### config.mk
export PLATFORM = sky130hd
export DESIGN_NAME = player_stats
export DESIGN_NICKNAME = d
export VERILOG_FILES = /design/src/rtl/stats_pkg.sv /design/src/rtl/sat_counter.sv /design/src/rtl/player_stats.sv
export SDC_FILE = /design/constraint.sdc
export NUM_CORES = 1
export LEC_CHECK = 0
export CAP_MARGIN = 40
export CORE_MARGIN = 4
export CORE_UTILIZATION = 48
export CTS_CLUSTER_SIZE = 20
export DETAILED_ROUTE_END_ITERATION = 6
export GPL_ROUTABILITY_DRIVEN = 0
export GPL_TIMING_DRIVEN = 0
export HOLD_SLACK_MARGIN = 0.05
export PLACE_DENSITY = 0.78
export SYNTH_ARGS = -nofsm -noshare
export SYNTH_HDL_FRONTEND = slang
export SYNTH_SLANG_ARGS = --single-unit
### constraint.sdc
create_clock -name clk -period 4.4 [get_ports clk]
set_input_delay 1.1 -clock clk [delete_from_list [all_inputs] [get_ports clk]]
set_output_delay 1.1 -clock clk [all_outputs]
set_load 0.01 [all_outputs]
### src/rtl/stats_pkg.sv
// Shared types for the player-stats tracker: battle outcomes and game states.
package stats_pkg;

    // Outcome reported by the battle engine; encoding 3 behaves as a draw.
    typedef enum logic [1:0] {
        RES_DRAW = 2'd0,
        RES_WIN  = 2'd1,
        RES_LOSS = 2'd2,
        RES_RSVD = 2'd3
    } battle_result_e;

    // Game-level state; GS_LOST and GS_WON are terminal until reset/restart.
    typedef enum logic [1:0] {
        GS_ACTIVE = 2'd0,
        GS_LOST   = 2'd1,
        GS_WON    = 2'd2
    } game_state_e;

endpackage

### src/rtl/sat_counter.sv
// Saturating up/down counter with load; clamps to [0, MAX], async reset to INIT.
module sat_counter #(
    parameter int unsigned W    = 8,
    parameter int unsigned INIT = 0,
    parameter int unsigned MAX  = 255
) (
    input  logic         clk,
    input  logic         reset,
    input  logic         load,
    input  logic [W-1:0] load_val,
    input  logic [W-1:0] inc,
    input  logic [W-1:0] dec,
    input  logic         en,
    output logic [W-1:0] q
);

    // One extra bit so q + inc can never wrap before clamping.
    localparam int unsigned XW = W + 1;

    logic [W-1:0]  q_q;
    logic [W-1:0]  q_d;
    logic [XW-1:0] sum_c;
    logic [XW-1:0] diff_c;
    logic [XW-1:0] sat_c;

    // Next value: load wins, otherwise clamped q + inc - dec when enabled.
    always_comb begin
        q_d    = q_q;
        sum_c  = {1'b0, q_q} + {1'b0, inc};
        diff_c = '0;
        sat_c  = '0;
        if (sum_c >= {1'b0, dec}) begin
            diff_c = sum_c - {1'b0, dec};
            sat_c  = (diff_c > XW'(MAX)) ? XW'(MAX) : diff_c;
        end
        if (load) begin
            q_d = load_val;
        end else if (en) begin
            q_d = W'(sat_c);
        end
    end

    // Counter register.
    always_ff @(posedge clk or posedge reset) begin
        if (reset) begin
            q_q <= W'(INIT);
        end else begin
            q_q <= q_d;
        end
    end

    assign q = q_q;

endmodule

### src/rtl/player_stats.sv
// Player-stats tracker: lives/round/coins/wins with saturating updates,
// a spend ok/nack handshake and the active/lost/won game FSM.
module player_stats
    import stats_pkg::*;
#(
    parameter int unsigned LIVES_W      = 3,
    parameter int unsigned INIT_LIVES   = 5,
    parameter int unsigned ROUND_W      = 8,
    parameter int unsigned COIN_W       = 10,
    parameter int unsigned INIT_COINS   = 10,
    parameter int unsigned ROUND_INCOME = 10,
    parameter int unsigned MAX_COINS    = 999,
    parameter int unsigned WIN_W        = 4,
    parameter int unsigned WINS_TO_WIN  = 10,
    parameter int unsigned HEAVY_ROUND  = 5
) (
    input  logic                clk,
    input  logic                reset,
    input  logic                restart,
    input  logic                battle_done,
    input  battle_result_e      battle_result,
    input  logic                spend_req,
    input  logic [COIN_W-1:0]   spend_amt,
    input  logic                earn_req,
    input  logic [COIN_W-1:0]   earn_amt,
    output logic                spend_ok,
    output logic                spend_nack,
    output logic [LIVES_W-1:0]  lives,
    output logic [ROUND_W-1:0]  round,
    output logic [COIN_W-1:0]   coins,
    output logic [WIN_W-1:0]    wins,
    output game_state_e         state,
    output logic                game_over
);

    localparam int unsigned LIVES_MAX = (1 << LIVES_W) - 1;
    localparam int unsigned ROUND_MAX = (1 << ROUND_W) - 1;
    localparam int unsigned WIN_MAX   = (1 << WIN_W) - 1;

    game_state_e          state_q, state_d;
    logic                 spend_ok_q, spend_ok_d;
    logic                 spend_nack_q, spend_nack_d;
    logic                 game_over_q, game_over_d;

    logic [LIVES_W-1:0]   lives_q;
    logic [ROUND_W-1:0]   round_q;
    logic [COIN_W-1:0]    coins_q;
    logic [WIN_W-1:0]     wins_q;

    logic                 active_c;
    logic                 battle_c;
    logic                 is_win_c;
    logic                 is_loss_c;
    logic                 afford_c;
    logic                 accept_c;
    logic [LIVES_W-1:0]   penalty_c;
    logic                 dies_c;
    logic                 final_win_c;
    logic                 coin_load_c;
    logic [COIN_W-1:0]    coin_load_val_c;
    logic [COIN_W-1:0]    coin_inc_c;
    logic [COIN_W-1:0]    coin_dec_c;

    // Event decode, affordability comparator and loss-penalty select.
    always_comb begin
        active_c        = (state_q == GS_ACTIVE);
        battle_c        = active_c & battle_done & ~restart;
        is_win_c        = (battle_result == RES_WIN);
        is_loss_c       = (battle_result == RES_LOSS);
        afford_c        = (spend_amt <= coins_q);
        accept_c        = active_c & spend_req & ~battle_done & ~restart & afford_c;
        penalty_c       = (round_q >= ROUND_W'(HEAVY_ROUND)) ? LIVES_W'(2) : LIVES_W'(1);
        dies_c          = is_loss_c & (lives_q <= penalty_c);
        final_win_c     = is_win_c & (({1'b0, wins_q} + (WIN_W+1)'(1)) == (WIN_W+1)'(WINS_TO_WIN));
        coin_load_c     = restart | battle_c;
        coin_load_val_c = restart ? COIN_W'(INIT_COINS) : COIN_W'(ROUND_INCOME);
        coin_inc_c      = earn_req ? earn_amt : COIN_W'(0);
        coin_dec_c      = accept_c ? spend_amt : COIN_W'(0);
    end

    sat_counter #(.W(LIVES_W), .INIT(INIT_LIVES), .MAX(LIVES_MAX)) u_lives (
        .clk      (clk),
        .reset    (reset),
        .load     (restart),
        .load_val (LIVES_W'(INIT_LIVES)),
        .inc      (LIVES_W'(0)),
        .dec      (penalty_c),
        .en       (battle_c & is_loss_c),
        .q        (lives_q)
    );

    sat_counter #(.W(ROUND_W), .INIT(1), .MAX(ROUND_MAX)) u_round (
        .clk      (clk),
        .reset    (reset),
        .load     (restart),
        .load_val (ROUND_W'(1)),
        .inc      (ROUND_W'(1)),
        .dec      (ROUND_W'(0)),
        .en       (battle_c),
        .q        (round_q)
    );

    sat_counter #(.W(WIN_W), .INIT(0), .MAX(WIN_MAX)) u_wins (
        .clk      (clk),
        .reset    (reset),
        .load     (restart),
        .load_val (WIN_W'(0)),
        .inc      (WIN_W'(1)),
        .dec      (WIN_W'(0)),
        .en       (battle_c & is_win_c),
        .q        (wins_q)
    );

    // Coins: reloaded on restart/battle, otherwise spend/earn clamped to MAX_COINS.
    sat_counter #(.W(COIN_W), .INIT(INIT_COINS), .MAX(MAX_COINS)) u_coins (
        .clk      (clk),
        .reset    (reset),
        .load     (coin_load_c),
        .load_val (coin_load_val_c),
        .inc      (coin_inc_c),
        .dec      (coin_dec_c),
        .en       (active_c & ~battle_done),
        .q        (coins_q)
    );

    // Game FSM next state and spend handshake outputs.
    always_comb begin
        state_d      = state_q;
        spend_ok_d   = 1'b0;
        spend_nack_d = 1'b0;
        if (restart) begin
            state_d = GS_ACTIVE;
        end else begin
            spend_ok_d   = accept_c;
            spend_nack_d = spend_req & ~accept_c;
            case (state_q)
                GS_ACTIVE: begin
                    if (battle_c) begin
                        if (dies_c) begin
                            state_d = GS_LOST;
                        end else if (final_win_c) begin
                            state_d = GS_WON;
                        end
                    end
                end
                GS_LOST:  state_d = GS_LOST;
                GS_WON:   state_d = GS_WON;
                default:  state_d = GS_ACTIVE;
            endcase
        end
        game_over_d = (state_d != GS_ACTIVE);
    end

    // FSM state and output registers.
    always_ff @(posedge clk or posedge reset) begin
        if (reset) begin
            state_q      <= GS_ACTIVE;
            spend_ok_q   <= 1'b0;
            spend_nack_q <= 1'b0;
            game_over_q  <= 1'b0;
        end else begin
            state_q      <= state_d;
            spend_ok_q   <= spend_ok_d;
            spend_nack_q <= spend_nack_d;
            game_over_q  <= game_over_d;
        end
    end

    assign spend_ok   = spend_ok_q;
    assign spend_nack = spend_nack_q;
    assign lives      = lives_q;
    assign round      = round_q;
    assign coins      = coins_q;
    assign wins       = wins_q;
    assign state      = state_q;
    assign game_over  = game_over_q;

endmodule

Yosys cells after proc, flatten, opt, wreduce, memory -nomap -nowiden
Index checks and enable logic that the tools add are counted.

Bits in registers: 30. Input bits: 28. Output and inout port bits: 30.

$add $sub $neg: 5. Order comparisons: 11. Equality and inequality tests: 5. Mux-type cells: 26. Bitwise logic cells: 16. Reduce and logical (&&, ||, !) cells: 6.

Operator list (number): $mux 10 (6); $mux 8 (4); $mux 4 (4); $and 1x1->1 (12); $mux 3 (4); $add 10x10->11 (1); $ge 11x10->1 (1); $gt 11x10->1 const B (1); $sub 11x10->11 (1); $le 10x10->1 (1); $mux 2 (5); $reduce_bool 2->1 (5); $add 8x1->9 const B (1); $ge 9x1->1 const B (1); $gt 9x8->1 const B (1); $ge 8x3->1 const B (1); $pmux 2 s3 (1); $add 4x1->5 const B (1); $eq 5x4->1 const B (1); $ge 5x1->1 const B (1); $gt 5x4->1 const B (1); $eq 2x1->1 const B (2); $eq 2x2->1 const B (2); $gt 4x3->1 const B (1); other kinds (7) (10).

Logic depth before layout (Yosys ltp)
Depth after elaboration: 12. Mapped depth: 19.

Hierarchy
A second synthesis with hierarchy kept.

Cells, all modules: 557. Area total of the unflattened synthesis: 4490.6 µm².

By module, submodules not included: sat_counter (u_coins) (times used 1, cells each 201, area an instance 1600.3 µm², seq. area each 252.7 µm²); sat_counter (u_round) (times used 1, cells each 140, area an instance 1094.8 µm², seq. area each 201.4 µm²); player_stats (times used 1, cells each 110, area an instance 818.3 µm², seq. area each 125.1 µm²); sat_counter (u_wins) (times used 1, cells each 58, area an instance 539.3 µm², seq. area each 100.1 µm²); sat_counter (u_lives) (times used 1, cells each 48, area an instance 437.9 µm², seq. area each 77.6 µm²).

Least setup slack after synthesis
No wires, ideal clock.

Path kind: input-to-reg. Start: input spend_amt[7]. End: register u_coins.q_q[4] (netlist: u_coins.q[4]). Library setup time: 0.122 ns. Arrival: 4.661 ns. Path slack: -0.382 ns. Stages on the path: 15. Buffers on the path: 1. Cells stage by stage: ha_1 -> a21o_1 -> a211o_1 -> a211oi_1 -> o21ai_0 -> a21oi_1 -> clkbuf_1 -> nand2_1 -> ha_1 -> a211o_1 -> or4b_4 -> a31o_1 -> a2111oi_4 -> a21oi_2 -> a32o_1.

Word-level cells in the longest chain between the ends: 9. Elaborated cells on any way between the ends: 10. Those cells by class: add/sub: 1; order compare: 3; mux: 5; bitwise: 1.

Ends and longest elaborated chain: from (decl) (line player_stats.sv:23) `input logic [COIN_W-1:0] spend_amt,`; $le 10x10->1 (line player_stats.sv:70) `afford_c = (spend_amt <= coins_q);`; $and 1x1->1 (line player_stats.sv:71) `accept_c = active_c & spend_req & ~battle_done & ~restart & afford_c;`; $mux 10 (*) (line player_stats.sv:78) `coin_dec_c = accept_c ? spend_amt : COIN_W'(0);`; $sub 11x10->11 (line sat_counter.sv:33) `diff_c = sum_c - {1'b0, dec};`; $gt 11x10->1 (line sat_counter.sv:34) `sat_c = (diff_c > XW'(MAX)) ? XW'(MAX) : diff_c;`; $mux 10 (line sat_counter.sv:34); $mux 10 (*) (line sat_counter.sv:32) `if (sum_c >= {1'b0, dec}) begin`; $mux 10 (*) (line sat_counter.sv:38) `end else if (en) begin`; $mux 10 (*) (line sat_counter.sv:36) `if (load) begin`; to (signal assigned) (line sat_counter.sv:46) `q_q <= W'(INIT);`; to (signal assigned) (line sat_counter.sv:48) `q_q <= q_d;`; to (decl) (line sat_counter.sv:20) `logic [W-1:0] q_q;`.

Every way passes the cells marked *; elsewhere a longest branch is shown, timed or not. The select of a mux whose other input is x is not followed. A chain may end at the register's enable or synchronous reset.

Worst setup path in the final report
Start: input earn_amt[9]. End: register u_coins.q_q[4] (netlist: u_coins.q[4]).

Word-level cells in the longest chain between the ends: 8. Elaborated cells on any way between the ends: 9. Those cells by class: add/sub: 2; order compare: 2; mux: 5.

Ends and longest elaborated chain: from (decl) (line player_stats.sv:25) `input logic [COIN_W-1:0] earn_amt,`; $mux 10 (*) (line player_stats.sv:77) `coin_inc_c = earn_req ? earn_amt : COIN_W'(0);`; $add 10x10->11 (*) (line sat_counter.sv:29) `sum_c = {1'b0, q_q} + {1'b0, inc};`; $sub 11x10->11 (line sat_counter.sv:33); $gt 11x10->1 (line sat_counter.sv:34); $mux 10 (line sat_counter.sv:34); $mux 10 (*) (line sat_counter.sv:32); $mux 10 (*) (line sat_counter.sv:38); $mux 10 (*) (line sat_counter.sv:36).

Marks and branches as above.

==> metrics <==
switching power share of the total 47.17%; # setup viols final 6; IO buf count 56; die area ~7700 sq um; root buffer cell clkbuf_8; FF+latch count, synth 30; Max Clock Skew 0.003265 ns; Tightest Pin Transition 0.7643 ns; Max rail drop VDD ~0.56 mV; Hold-fix buffers, CTS 0; synth unique cells just under 60; post-layout min period 4.503 ns; Longest Clk Path Bufs 2; most frequent cells in the layout clkdlybuf4s50_1 (42), inv_1 (34), buf_4 (29); Cells after Synth 359; prevailing post-synth register cell dfrtp_1; largest cells by area after synthesis dfrtp_1 (21%), ha_1 (17%), inv_1 (4.5%); dpl cells 492; antenna violations before repair 0; CTS tree yes; Final Cycle Share 102.4%; Mapped Avg Cell Area 8.445 sq um; multi-input logic area 2673 sq um; ant diodes 0; commonest non-fill, non-tap cell in the layout clkdlybuf4s50_1; Final HPWL DP 6545 um; core footprint ~6000 sq um; CP Data Required Time roughly 4.6 ns; fmax around 220 MHz; relative slew slack 48.58%; EDFF count, synth 0; largest net degree at the start of global routing 19; layer with the highest usage met2; vias in the first global route 3081; Leak 2.004 nW; Iter 0 DRT Violations 154; Worst Setup End Kind flip-flop; Sink Count 30; layout cells sized above 1 30.55%; antenna viol nets, final 0; drt pass-1 iters 4; Syn-to-layout area delta 51.59%; clock group share of total power 8.9%; Max Fanout on Critical Path 6; Synth Warn # 0; CTS Buf Count 5; Routed WL per cell between 15 and 20 um; CP peak stage delay 0.50 ns; sequential standard cell area approximately 760 sq um; max-cap violations 0; Setup CP Type in2reg; WP data arrival 4.67 ns; routed via count roughly 3200; drt drc 0; final hold vios 0; row cnt 28; PD cells 571.1 nW/um^2; Worst-path clk slew roughly 0.070 ns; post-synth top area share 20.64%; final std cells w/o fill 530; worst-skew pair later-pin latency around 0.28 ns; grt met3 use 3.217%; DRT Wirelength 10030 um; cell accounting for the most synthesized area dfrtp_1; fillers between 400 and 500; Syn Nets 430; failing checks setup timing; critical path startpoint category primary input; setup TNS -0.2639 ns; Final Hold Slack approximately 0.54 ns; first-pass GRT wire length 14190 um; gr usage total 23.45%; Hold/Removal Path Class reg2reg; gr ovfl total 0; RSZ-0062 raised after global routing yes; Synth async-reset ratio 100.0%; starting density of the core 50.31%; GR Util met2 between 40 and 50%; GR Util met1 26.18%; combinational fraction of design power 76.6%; IO Pins 58; Die Wd ~90 um; cells along the critical path clkdlybuf4s50_1, and2_1, ha_1, inv_1, and3_1, a2111oi_0, o311ai_0, ha_1, buf_4, a21oi_1, o21ai_2, xnor2_2, a21oi_2, a32o_1; P_sw 1.238 mW; drt via density 5.985; setup ws final -0.1034 ns; fin nets 525; CP dominant cell by count ha_1; Int Pwr approximately 1.4 mW; # H-tree levels 2; status finished with violations; CP max-delay cell a2111oi_0; post-synthesis sequential area ratio 24.97%; die height around 87 um; Flop pwr share 14.5%; Mapped Area 3032 sq um; Max Slew Vio Count 0
cell type report:
type                            instances  share of cell area, %
Sequential cell                        30                  16.47
Buffer                                  5                 0.9801
Timing Repair Buffer                   88                  17.42
Tap cell                               75                  2.042
Clock inverter                          1                 0.1089
Multi-Input combinational cell        288                  58.15
Inverter                               36                  2.940
Clock buffer                            7                  1.879
routing by layer:
metal / vias up / part of all wire (%)
li1: 1482 / -
met1: 1558 / 39
met2: 99 / 53
met3: 33 / 4.2
met4: 0 / 3.7
met5: - / 0
per-stage QoR:
step / power, mW / util, % / setup WS [ns] / cell area (sq um)
2_1_floorplan: 1.389 / - / -0.1612 / 3098
3_3_place_gp: 1.669 / 62.27 / -1.214 / 3752
3_5_place_dp: 1.717 / 62.81 / -1.250 / 3785
4_1_cts: 2.216 / 70.78 / -0.03200 / 4265
5_1_grt: 2.760 / 76.27 / -0.1370 / 4596
6_report: 2.625 / 76.27 / -0.1034 / 4596
registers in the layout, indices dropped and copies added (netlist names):
register	count
game_over	1
spend_ok	1
spend_nack	1
u_wins.q	4
u_lives.q	3
u_coins.q	10
u_round.q	8
state	2
worst max-delay path, delay by kind of cell:
| kind | cells | cell delay (ns) |
|---|---|---|
| AO/OA/AOI/OAI | 6 | 1.45 |
| XOR/XNOR | 1 | 0.33 |
| adder cells (fa/ha/maj) | 2 | 0.72 |
| buffers and inverters | 3 | 0.71 |
| AND/OR/NAND/NOR | 2 | 0.37 |
cells by family after synthesis:
logic type | synth area share [%]
xor gates and xnor gates | 4.911
adders and majority gates | 18.49
DFF | 24.97
muxes | 0.7016
buffers and inverters | 5.572
AOI/OAI and AO/OA | 23.15
and+or+nand+nor | 22.20
synth_stat cells (4+ instances only):
library cell,instances
dfstp_2,5
and3_1,5
nor4_1,5
nand4_1,7
xor2_1,5
a22o_1,5
a211oi_1,9
nand3_1,14
dfrtp_1,25
nand2b_1,8
ha_1,40
a21oi_1,22
xnor2_1,12
nand2_1,35
inv_1,36
nor3_1,8
o21ai_0,15
and2_1,12
a21o_1,6
nor2_1,25
nor2b_1,4
path summary, 6_finish.rpt:
kind,to,depth (start not counted),slack [ns],start
setup / recovery,u_coins.q[4],14,-0.10,earn_amt[9]
hold / removal,state[0],1,0.54,state[1]
setup reg to reg,u_coins.q[0],21,0.25,u_coins.q[1]
hold reg to reg,state[0],1,0.54,state[1]
max in group asynchronous,u_coins.q[1],3,2.63,reset
min in group asynchronous,u_round.q[4],2,1.18,reset
power by group through the flow:
stage / Sequential [mW] / Combinational, mW / Clock [mW]
after floorplan: 0.370 / 1.02 / 0
final: 0.380 / 2.01 / 0.233
after global placement: 0.368 / 1.30 / 0
after detailed placement: 0.370 / 1.35 / 0
after CTS: 0.374 / 1.61 / 0.232
after global routing: 0.384 / 2.13 / 0.249
repair_timing:
| item | CTS | global route |
|---|---|---|
| setup endpoints to repair | 10 | 10 |
| gates cloned | 0 | 0 |
| pin swaps | 39 | 32 |
| setup buffers | 15 | 15 |
| gates resized for setup | 91 | 45 |
Power figures use the tool's default switching activity.
